## config.mk

```make
export PLATFORM = sky130hd
export DESIGN_NAME = two_input_mux_32
export DESIGN_NICKNAME = d
export VERILOG_FILES = /design/src/rtl/two_input_mux_32_pkg.sv /design/src/rtl/two_input_mux_32_cnt.sv /design/src/rtl/two_input_mux_32.sv
export SDC_FILE = /design/constraint.sdc
export NUM_CORES = 1
export LEC_CHECK = 0
export BUFFER_PORTS_ARGS = -buffer_cell sky130_fd_sc_hd__buf_2
export CAP_MARGIN = 20
export CORE_ASPECT_RATIO = 0.8
export CORE_MARGIN = 10
export CORE_UTILIZATION = 35
export CTS_CLUSTER_DIAMETER = 80
export CTS_CLUSTER_SIZE = 14
export DETAILED_ROUTE_END_ITERATION = 8
export MAX_ROUTING_LAYER = met4
export PLACE_DENSITY = 0.77
export SLEW_MARGIN = 0
export SYNTH_ARGS = -nofsm -noshare
export SYNTH_HDL_FRONTEND = slang
export SYNTH_SLANG_ARGS = --single-unit
```

## constraint.sdc

```tcl
create_clock -name clk -period 4.6 [get_ports clk]
set_input_delay 0.69 -clock clk [delete_from_list [all_inputs] [get_ports clk]]
set_output_delay 0.69 -clock clk [all_outputs]
set_load 0.02 [all_outputs]
```

## src/rtl/two_input_mux_32_pkg.sv

```systemverilog
// -----------------------------------------------------------------------------
// two_input_mux_32_pkg
// Shared constants for the two_input_mux_32 block:
//   DEFAULT_WIDTH : default data width of a, b, out, out_q
//   DEFAULT_CNT_W : default width of the select-toggle counter
//   CNT_MAX       : saturation value of the toggle counter (2^CNT_W-1)
// -----------------------------------------------------------------------------
package two_input_mux_32_pkg;

  localparam int unsigned DEFAULT_WIDTH = 32;
  localparam int unsigned DEFAULT_CNT_W = 16;

  // All ones at the default counter width, i.e. 2^DEFAULT_CNT_W - 1.
  localparam logic [DEFAULT_CNT_W-1:0] CNT_MAX = '1;

endpackage : two_input_mux_32_pkg

```

## src/rtl/two_input_mux_32_cnt.sv

```systemverilog
// -----------------------------------------------------------------------------
// two_input_mux_32_cnt
// Saturating counter of select-input transitions. The first sampled value of s
// after reset only seeds the history; it never counts as a toggle.
//
// Ports:
//   clk    in   1      rising-edge clock
//   rst_n  in   1      asynchronous active-low reset
//   s      in   1      select input being watched
//   cnt    out  CNT_W  number of s transitions, saturating at all ones
// -----------------------------------------------------------------------------
module two_input_mux_32_cnt
  import two_input_mux_32_pkg::*;
#(
  parameter int unsigned CNT_W = DEFAULT_CNT_W
) (
  input  logic             clk,
  input  logic             rst_n,
  input  logic             s,
  output logic [CNT_W-1:0] cnt
);

  localparam logic [CNT_W-1:0] SAT_VAL = '1;

  logic s_bit;
  logic s_prev;
  logic s_prev_valid;
  logic toggle;

  // Fold X/Z onto 0 so the counter agrees with the mux, where anything that
  // is not a clean 1 selects b.
  assign s_bit  = (s === 1'b1);
  assign toggle = s_prev_valid && (s_bit != s_prev);

  // NOTE: every register is cleared in the asynchronous reset branch, so no
  // state depends on power-up values once rst_n has been asserted.
  always_ff @(posedge clk or negedge rst_n) begin
    if (!rst_n) begin
      s_prev       <= 1'b0;
      s_prev_valid <= 1'b0;
      cnt          <= '0;
    end else begin
      // NOTE: non-blocking assignments, so toggle is evaluated against the
      // pre-edge s_prev and s_prev_valid, not the values written here.
      s_prev       <= s_bit;
      s_prev_valid <= 1'b1;
      if (toggle && (cnt != SAT_VAL)) begin
        cnt <= cnt + CNT_W'(1);
      end
    end
  end

endmodule : two_input_mux_32_cnt

```

## src/rtl/two_input_mux_32.sv

```systemverilog
// -----------------------------------------------------------------------------
// two_input_mux_32
// 2:1 word multiplexer with a combinational result, a one-cycle registered
// copy and a saturating count of select transitions.
//
// Optional feature macro: TWO_INPUT_MUX_32_PARITY_EN
//   When defined, adds out_q_parity = XOR-reduction of out_q, registered
//   together with out_q.
//
// Ports:
//   clk             in   1      rising-edge clock
//   rst_n           in   1      asynchronous active-low reset
//   a               in   WIDTH  selected when s == 1
//   b               in   WIDTH  selected when s != 1 (including X/Z)
//   s               in   1      select
//   out             out  WIDTH  combinational mux result, valid during reset
//   out_q           out  WIDTH  out registered on clk
//   out_q_valid     out  1      out_q holds a sampled value since reset
//   out_q_parity    out  1      (macro only) parity of out_q
//   sel_toggle_cnt  out  CNT_W  saturating count of s transitions
// -----------------------------------------------------------------------------
module two_input_mux_32
  import two_input_mux_32_pkg::*;
#(
  parameter int unsigned WIDTH = DEFAULT_WIDTH,
  parameter int unsigned CNT_W = DEFAULT_CNT_W
) (
  input  logic             clk,
  input  logic             rst_n,
  input  logic [WIDTH-1:0] a,
  input  logic [WIDTH-1:0] b,
  input  logic             s,
  output logic [WIDTH-1:0] out,
  output logic [WIDTH-1:0] out_q,
  output logic             out_q_valid,
`ifdef TWO_INPUT_MUX_32_PARITY_EN
  output logic             out_q_parity,
`endif
  output logic [CNT_W-1:0] sel_toggle_cnt
);

  // Case-equality makes an unknown select fall through to b in simulation;
  // in hardware this is an ordinary 2:1 mux.
  assign out = (s === 1'b1) ? a : b;

  always_ff @(posedge clk or negedge rst_n) begin
    if (!rst_n) begin
      out_q       <= '0;
      out_q_valid <= 1'b0;
    end else begin
      out_q       <= out;
      out_q_valid <= 1'b1;
    end
  end

`ifdef TWO_INPUT_MUX_32_PARITY_EN
  // Parity is taken from out rather than out_q so it lands on the same edge
  // as the word it describes.
  always_ff @(posedge clk or negedge rst_n) begin
    if (!rst_n) begin
      out_q_parity <= 1'b0;
    end else begin
      out_q_parity <= ^out;
    end
  end
`endif

  two_input_mux_32_cnt #(
    .CNT_W (CNT_W)
  ) u_cnt (
    .clk   (clk),
    .rst_n (rst_n),
    .s     (s),
    .cnt   (sel_toggle_cnt)
  );

endmodule : two_input_mux_32

```

==> results_dict.tcl <==
set metrics [dict create \
    syn_area_sq_um 2060 \
    fin_crit_ns 2.57 \
    cp-start-kind "primary input" \
    yosysUniqueCellTypes 26 \
    synth_edf_count 0 \
    cts_inserted_buffers 5 \
    start_util_pct 36.8 \
    clk_path_buf_depth 2 \
    fillerInstances 509 \
    cts.sinks 50 \
    final_nets 362 \
    fmax_ghz 0.390 \
    ys_ff_latch 50 \
    port_buffers 147 \
    syn-num-nets 212 \
    dp_hpwl_um 4900 \
    grt_max_degree 51 \
    yosysMostFrequentCell "dfrtp_1" \
    power_density_nw_per_um2 358 \
    drt_wl_total_um 6000 \
    die_h_um 88.5 \
    setup_tns_ns 0 \
    cp_max_fo 34 \
    cts_setup_buffers 0 \
    dpl.cell_count 364 \
    num_rows 24 \
    finalSetupViolations 0 \
    status "finished, final reports clean" \
    design_area_sq_um 2970 \
    ant_nets 0 \
    drv_cap 0 \
    yosysSeqAreaShare_pct 60.9 \
    placedInstanceArea_sq_um 2870 \
    power.static_leakage_uw 0.00158 \
    synth_top_cell_by_area "dfrtp_1" \
    cts_tree "yes" \
    holdCritPathClass "in -> async" \
    antenna_found_initial 0 \
    syn_avg_cell_area_sq_um 14.3 \
    avgViaCountPerCell 4.57 \
    synth_top_area_share_pct 60.9 \
    dr.pass1.iters 4 \
    finClkSkew_ns 0.0101 \
    drc 0 \
    yosys_warnings 0 \
    area_delta_synth_final_pct 44.4 \
    clk_latency_ns 0.29 \
    dieArea_sq_um 9360 \
    antenna_cells 0 \
    cts_hold_repair.buffers 0 \
    fin_crit_sh_pct 55.8 \
    finalWorstSetupSlack_ns 2.03 \
    maxSlewHeadroom_pct 50.1 \
    pin_count 148 \
    pre_cts_slack_ns 1.99 \
    num_vias 1695 \
    synthTopCellsByArea "dfrtp_1 61%, mux2_2 18%, xor2_1 6.4%, nor4_1 2.1%, nand3_1 1.5%" \
    grt_remaining_overflow 0 \
    ys_top_cells_by_count "50 x dfrtp_1, 32 x mux2_2, 15 x xor2_1" \
    end_kind "output pin" \
    final_cell_count_no_fill 371 \
    ctsResizeCount 0 \
    ir_drop_uv 165 \
    synthCells 144 \
    clockRootBuffer "clkbuf_8" \
    worstMarginPinSlew_ns 0.748 \
    cp_data_arrival_time_ns 1.88 \
    ys_async_sr_fraction_pct 100 \
    critical_path_class "in -> out" \
    drive_above_1_share_pct 65.2 \
    core_sq_um 5590 \
    track_usage_pct 13.0 \
    grt_pass1_vias 1971 \
    initialDrtViolationCount 55 \
    fp.dieW_um 106 \
    gp_congestion 0.865 \
    htreeDepth 2 \
    wire_per_inst_um 16.2 \
    grt_pass1_wl_um 9620 \
    clk_pin_slew_ns 0.09 \
    slew_violations 0 \
    synth-main-ff-cell "dfrtp_1" \
    required_ns 3.91 \
    rsz0062_at_grt "no" \
    final_hold_viol_count 0 \
]
power breakdown:
group	switching [uW]	internal (uW)	total [uW]	leakage [uW]
logic	173	117	289	0.000932
registers	42.3	485	527	0.000605
clock network	130	116	246	0.0000431
total	345	718	1060	0.00158
through the flow:
| stage | total power, uW | hold WS (ns) | utilization (%) |
|---|---|---|---|
| global placement | 822 | 0.477 | 51.3 |
| global route | 1130 | 0.328 | 53.1 |
| floorplan | 704 | 0.394 | - |
| finish | 1060 | 0.310 | 53.1 |
| CTS | 1080 | 0.510 | 52.8 |
| detailed placement | 830 | 0.498 | 51.3 |
path summary, 6_finish.rpt:
check	from	endpoint	slack, ns	cells past startpoint
max in group asynchronous	rst_n	out_q[29]	3.77	2
worst max register to register	u_cnt.cnt[1]	u_cnt.cnt[1]	2.73	5
worst min-delay path	rst_n	u_cnt.cnt[11]	0.31	1
worst min register to register	u_cnt.cnt[15]	u_cnt.cnt[15]	0.50	1
min in group clk	u_cnt.cnt[15]	u_cnt.cnt[15]	0.50	1
worst max-delay path	s	out[2]	2.03	3
worst max-delay path, stage by stage:
cell and delay [ns]:
buf_2 0.57, mux2_2 0.43, buf_2 0.17
cell usage in the layout (no fill, tap or decap), drive strengths merged:
cell type  instances
and3               2
and4               1
buf              148
clkbuf             6
conb               1
dfrtp             50
ha                 1
inv                1
mux2              33
nand2              4
nand2b             1
nand3              6
nand4              5
nor2               2
nor3               5
nor3b              2
nor4               8
nor4b              1
xnor2              1
xor2              15
cell families after synthesis:
kind of cell / Yosys count / share of synthesized area, %
and+or+nand+nor: 37 / 11.9
muxes: 33 / 18.3
DFF: 50 / 60.9
adders and majority gates: 1 / 0.609
other: 1 / 0.182
xor gates and xnor gates: 16 / 6.82
buffers and inverters: 6 / 1.34
layout make-up:
class	count	area, sq um	area share (%)
Inverter	1	3.75	0.126
Sequential cell	50	1250	42.2
Timing Repair Buffer	148	756	25.5
Clock buffer	6	82.6	2.78
Multi-Input combinational cell	88	777	26.2
Tap cell	78	97.6	3.29
flip-flops by register name (all words and copies together), names as in the netlist:
| register | cells |
|---|---|
| out_q | 32 |
| u_cnt.cnt | 16 |
| u_cnt.s_prev | 1 |
| u_cnt.s_prev_valid | 1 |
metal layers:
layer	track usage (%)	share of wire [%]
met5	-	0
met4	1.84	0.10
met2	21.4	48
met3	5.95	10
met1	14.6	42
(Power assumes the default switching activity.)
